[src/rtl/regfile_pkg.sv]
// Shared types for the register-file write path: register index, data word and
// the pending-write entry used by the write buffer and its bypass matcher.
package regfile_pkg;

  localparam int WORD_W   = 32;
  localparam int IDX_W    = 5;
  localparam int NUM_REGS = 32;

  typedef logic [WORD_W-1:0] word_t;
  typedef logic [IDX_W-1:0]  reg_idx_t;

  localparam reg_idx_t ZERO_REG = '0;

  typedef struct packed {
    logic     valid;
    reg_idx_t idx;
    word_t    data;
  } wb_entry_t;

endpackage

[src/rtl/wb_bypass_match.sv]
// Looks up one register index against all pending write entries and returns the
// youngest matching value; reg 0 never hits.
module wb_bypass_match
  import regfile_pkg::*;
#(
  parameter int DEPTH = 4,
  parameter int PTR_W = $clog2(DEPTH)
) (
  input  wb_entry_t [DEPTH-1:0] entries_i,
  input  logic [PTR_W-1:0]      head_i,
  input  reg_idx_t              lookup_i,
  output logic                  hit_o,
  output word_t                 data_o
);

  // Walk oldest to youngest starting at head so later matches override earlier ones.
  always_comb begin
    hit_o  = 1'b0;
    data_o = '0;
    for (int k = 0; k < DEPTH; k++) begin
      logic [PTR_W-1:0] slot;
      slot = head_i + PTR_W'(k);
      if (entries_i[slot].valid && (entries_i[slot].idx == lookup_i) &&
          (lookup_i != ZERO_REG)) begin
        hit_o  = 1'b1;
        data_o = entries_i[slot].data;
      end
    end
  end

endmodule

[src/rtl/regfile_write_buffer.sv]
// Circular queue of pending register writes drained one per cycle into the file's
// write port, with two bypass read ports over the not-yet-drained entries.
module regfile_write_buffer
  import regfile_pkg::*;
#(
  parameter int DEPTH  = 4,
  parameter int DATA_W = 32,
  parameter int ADDR_W = 5
) (
  input  logic                    clk,
  input  logic                    rst,
  input  logic                    in_valid,
  output logic                    in_ready,
  input  logic [ADDR_W-1:0]       in_reg,
  input  logic [DATA_W-1:0]       in_data,
  input  logic                    wb_stall,
  output logic                    wb_en,
  output logic [ADDR_W-1:0]       wb_reg,
  output logic [DATA_W-1:0]       wb_data,
  input  logic [ADDR_W-1:0]       read_reg1,
  output logic                    byp_hit1,
  output logic [DATA_W-1:0]       byp_data1,
  input  logic [ADDR_W-1:0]       read_reg2,
  output logic                    byp_hit2,
  output logic [DATA_W-1:0]       byp_data2,
  output logic [$clog2(DEPTH):0]  count,
  output logic                    empty,
  output logic                    full
);

  localparam int PTR_W = $clog2(DEPTH);
  localparam int CNT_W = PTR_W + 1;

  if ((DEPTH < 2) || ((DEPTH & (DEPTH - 1)) != 0) || (NUM_REGS != (1 << ADDR_W)) ||
      (DATA_W != WORD_W) || (ADDR_W != IDX_W)) begin : g_param_check
    $error("regfile_write_buffer: unsupported parameter combination");
  end

  logic [PTR_W-1:0] head_q, head_d, tail_q, tail_d;
  logic [CNT_W-1:0] count_q, count_d;
  logic [DEPTH-1:0] vld_q, vld_d;
  reg_idx_t         idx_q  [DEPTH];
  word_t            data_q [DEPTH];
  wb_entry_t [DEPTH-1:0] entries;
  logic pop, push;

  always_comb begin
    empty    = (count_q == '0);
    full     = (count_q == CNT_W'(DEPTH));
    pop      = !empty && !wb_stall;
    in_ready = !full || pop;
    push     = in_valid && in_ready && (in_reg != ZERO_REG);

    head_d  = head_q + PTR_W'(pop);
    tail_d  = tail_q + PTR_W'(push);
    count_d = count_q + CNT_W'(push) - CNT_W'(pop);

    // Clear before set: when full, pop and push target the same slot.
    vld_d = vld_q;
    if (pop)  vld_d[head_q] = 1'b0;
    if (push) vld_d[tail_q] = 1'b1;
  end

  always_ff @(posedge clk or negedge rst) begin
    if (!rst) begin
      head_q  <= '0;
      tail_q  <= '0;
      count_q <= '0;
      vld_q   <= '0;
    end else begin
      head_q  <= head_d;
      tail_q  <= tail_d;
      count_q <= count_d;
      vld_q   <= vld_d;
    end
  end

  // Payload is qualified by vld_q, so it carries no reset.
  always_ff @(posedge clk) begin
    if (push) begin
      idx_q[tail_q]  <= in_reg;
      data_q[tail_q] <= in_data;
    end
  end

  always_comb begin
    for (int k = 0; k < DEPTH; k++) begin
      entries[k] = '{valid: vld_q[k], idx: idx_q[k], data: data_q[k]};
    end
  end

  always_comb begin
    count   = count_q;
    wb_en   = !empty;
    wb_reg  = empty ? '0 : idx_q[head_q];
    wb_data = empty ? '0 : data_q[head_q];
  end

  wb_bypass_match #(.DEPTH(DEPTH), .PTR_W(PTR_W)) u_byp1 (
    .entries_i (entries),
    .head_i    (head_q),
    .lookup_i  (read_reg1),
    .hit_o     (byp_hit1),
    .data_o    (byp_data1)
  );

  wb_bypass_match #(.DEPTH(DEPTH), .PTR_W(PTR_W)) u_byp2 (
    .entries_i (entries),
    .head_i    (head_q),
    .lookup_i  (read_reg2),
    .hit_o     (byp_hit2),
    .data_o    (byp_data2)
  );

endmodule

[config.mk]
export PLATFORM = sky130hd
export DESIGN_NAME = regfile_write_buffer
export DESIGN_NICKNAME = d
export VERILOG_FILES = /design/src/rtl/regfile_pkg.sv /design/src/rtl/wb_bypass_match.sv /design/src/rtl/regfile_write_buffer.sv
export SDC_FILE = /design/constraint.sdc
export NUM_CORES = 1
export LEC_CHECK = 0
export CORE_ASPECT_RATIO = 1.1
export CORE_MARGIN = 4
export CORE_UTILIZATION = 35
export DETAILED_ROUTE_END_ITERATION = 16
export PLACE_DENSITY = 0.59
export SLEW_MARGIN = 40
export SYNTH_ARGS = -nofsm -noshare
export SYNTH_HDL_FRONTEND = slang
export SYNTH_HIERARCHICAL = 1
export SYNTH_SLANG_ARGS = --single-unit
export TNS_END_PERCENT = 100
[constraint.sdc]
create_clock -name clk -period 3.4 [get_ports clk]
set_input_delay 0.68 -clock clk [delete_from_list [all_inputs] [get_ports clk]]
set_output_delay 0.68 -clock clk [all_outputs]
set_load 0.02 [all_outputs]
==> results.toml <==
[clock_tree]
hold_buffers = 0
clockBufferDepth = 2
htree_num_levels = 4
cts.reportedPaths.clkPinSlew_ns = 0.07
numClockSinks = 159
cts_made_buffers = 17
clock_latency_ns = 0.47
cts_tree = "built"
root_buffer = "clkbuf_16"

[logic_synthesis]
ys_ff_latch = 159
synth_ff_type = "edfxtp_1"
synth-edff-count = 148
yosysUniqueCellTypes = 68
ys_seq_area_share_pct = 29.6
synth_warnings = 6
synth_nets = 1815
async_flop_share_pct = 6.92
netlist_area_sq_um = 16000
avgSynthCellArea_sq_um = 9.07
synthCells = 1759

[power]
powerDensity_nw_per_um2 = 968
irDropWorstVdd_mv = 0.636
p_leak_nw = 8.89

[global_routing]
grt_pass1_wl_um = 92300
grtUsageTotal_pct = 24.4
busiest_layer = "met2"
met1_usage_pct = 31.9
grt_antenna_before_repair = 1
first_global_vias = 15400
grt_use_met2_pct = 39.0
grt_max_degree = 92
use_met3_pct = 4.13
gr-total-overflow = 0

[sta]
maxSlewViolCount = 0
fin_crit_ns = 4.11
worstMarginPinSlew_ns = 0.822
fin_skew_ns = 0.0116
min_period_over_period_pct = 121
hold_viol_final = 0
slew_headroom_pct = 45.2
setup_viol = 66
rsz0062_at_grt = "true"
worst_slack_ns = -0.710
max_clock_freq_mhz = 243
tns_ns = -40.50

[critical_path]
cpPeakStageDelay_ns = 0.54
r2r_slack_ns = 0.89
worstPathRequired_ns = 2.72
cpMaxStageDelayCell = "dfrtp_4"
critPathArrivalTime_ns = 3.43
r2r-end = "count[2]$_DFF_PN0_"
crit_top_cell = "buf_6"
cp_cell_sequence = "buf_12 > buf_8 > mux2_2 > buf_4 > mux2i_1 > xnor2_1 > nand4_1 > buf_6 > o21a_4 > buf_6 > a221o_1 > a32o_2 > buf_6"
critPathKind = "reg2out"
timing.rr.start = "count[1]$_DFF_PN0_"
ff2ff_path_depth = 10
start_kind = "register"
endpoint_kind = "output port"
path_max_fanout = 9

[floorplan]
die_h_um = 232
dieArea_sq_um = 49100
die_x_um = 212
rows = 81
core_area_sq_um = 44800
io_pins = 161
start_util_pct = 35.6

[cells_and_area]
diodes = 0
final_core_util_pct = 48.8
layout_common_cells = "216 x mux2i_1, 211 x nor2_1, 148 x edfxtp_1"
final_layout_size_suffix_gt1_share_pct = 31.1
final_common_cell = "mux2i_1"
syn2layout_area_growth_pct = 37.1
finalNetCount = 2069

[run]
max_cap_viol_count = 0

[min_path]
hold_class = "in2async"

[detailed_routing]
first_iter_violations = 1622
via_per_inst = 6.00
final_antenna_net_count = 0
wl_per_cell_um = 24.2
drc_errors = 0
via_count = 15600
drtPass1Iterations = 7
drt_wl_total_um = 63100

[outcome]
outcome = "finished, violations left"
violations = "setup timing"

[placement]
dp_hpwl_um = 37600
gp_congestion = 0.866
portBuffers = 160
-- worst max-delay path, delay by kind of cell (launching register included) --
kind	cells	cell delay, ns
buffers and inverters	6	0.88
AO/OA/AOI/OAI	3	0.81
flip-flops	1	0.54
multiplexers	2	0.44
XOR/XNOR	1	0.15
AND/OR/NAND/NOR	1	0.12
-- where the power goes --
part | switching, W | total [W] | internal (W)
Sequential | 0.000517 | 0.00313 | 0.00262
Clock | 0.000840 | 0.00199 | 0.00115
Combinational | 0.00843 | 0.0161 | 0.00763
Total | 0.00979 | 0.0212 | 0.0114
-- state kept, by name, summed over array words and instances (netlist names) --
| register | flops |
|---|---|
| head_q | 2 |
| tail_q | 2 |
| vld_q | 4 |
| data_q | 128 |
| idx_q | 20 |
| count | 3 |
-- cells by family after synthesis --
group / count (synthesis) / synth area share [%]
adders and majority gates: 5 / 0.439
DFF: 159 / 29.6
xor gates and xnor gates: 52 / 2.85
and+or+nand+nor: 580 / 17.3
AOI/OAI and AO/OA: 436 / 18.9
muxes: 351 / 25.6
buffers and inverters: 176 / 5.30
-- worst max-delay path by stage --
| stage | to | slack (ns) | depth (start not counted) | start |
|---|---|---|---|---|
| floorplan | data_q[1][0]$_DFFE_PP_ | -0.79 | 3 | wb_stall |
| global placement | byp_data2[12] | -1.17 | 11 | read_reg2[3] |
| detailed placement | byp_data2[12] | -1.16 | 11 | read_reg2[3] |
| CTS | byp_data1[2] | -0.67 | 13 | head_q[1]$_DFF_PN0_ |
| global route | byp_data1[2] | -0.79 | 13 | head_q[1]$_DFF_PN0_ |
| finish | byp_data2[30] | -0.71 | 13 | head_q[1]$_DFF_PN0_ |
-- routing by layer --
metal,wire length [um],vias up
li1,-,6985
met1,26000,7625
met2,29600,842
met3,4690,188
met4,2760,2
met5,13,-
-- synthesized netlist by cell type, drive strengths merged (7+ instances only) --
master	instances	area share (%)
a21oi	112	3.5
inv	12	0.28
xnor2	32	1.8
mux2i	234	15
edfxtp	148	28
nand2b	48	1.9
xor2	20	1.1
a221oi	16	0.88
nand2	148	3.5
buf	86	3.2
o211ai	23	1.5
mux4	37	5.2
a211o	48	2.6
or2	70	2.7
a31oi	48	1.9
nor2b	45	1.8
nor2	219	5.2
o31a	16	0.88
dfrtp	11	1.7
nor3	7	0.31
o21ai	84	2.6
o21a	48	2.3
and2	20	0.78
mux2	80	5.7
clkbuf	76	1.8
-- area by class of cell --
| type | instances | area [sq um] |
|---|---|---|
| Timing Repair Buffer | 396 | 4590 |
| Inverter | 14 | 52.6 |
| Sequential cell | 159 | 4730 |
| Tap cell | 581 | 727 |
| Multi-Input combinational cell | 1425 | 11200 |
| Clock buffer | 21 | 440 |
| Fill cell | 4143 | 22900 |
| Clock inverter | 11 | 141 |
-- per-stage QoR --
step / area [sq um] / worst slack [ns] / hold slack [ns] / total power, W / instances
2_1_floorplan: 16000 / -0.791 / 0.384 / 0.0121 / 1759
3_3_place_gp: 19200 / -1.17 / 0.584 / 0.0167 / 2499
3_5_place_dp: 19200 / -1.16 / 0.593 / 0.0169 / 2499
4_1_cts: 21300 / -0.669 / 0.563 / 0.0205 / 2593
5_1_grt: 21900 / -0.788 / 0.601 / 0.0222 / 2607
6_report: 21900 / -0.710 / 0.566 / 0.0212 / 2607
-- repair_timing --
item | CTS | global route
gates resized for setup | 476 | 108
hold endpoints to repair | 0 | 0
setup buffers | 45 | 16
setup endpoints to repair | 101 | 68
pin swaps | 78 | 76
gates cloned | 19 | 1
(Power assumes the default switching activity.)
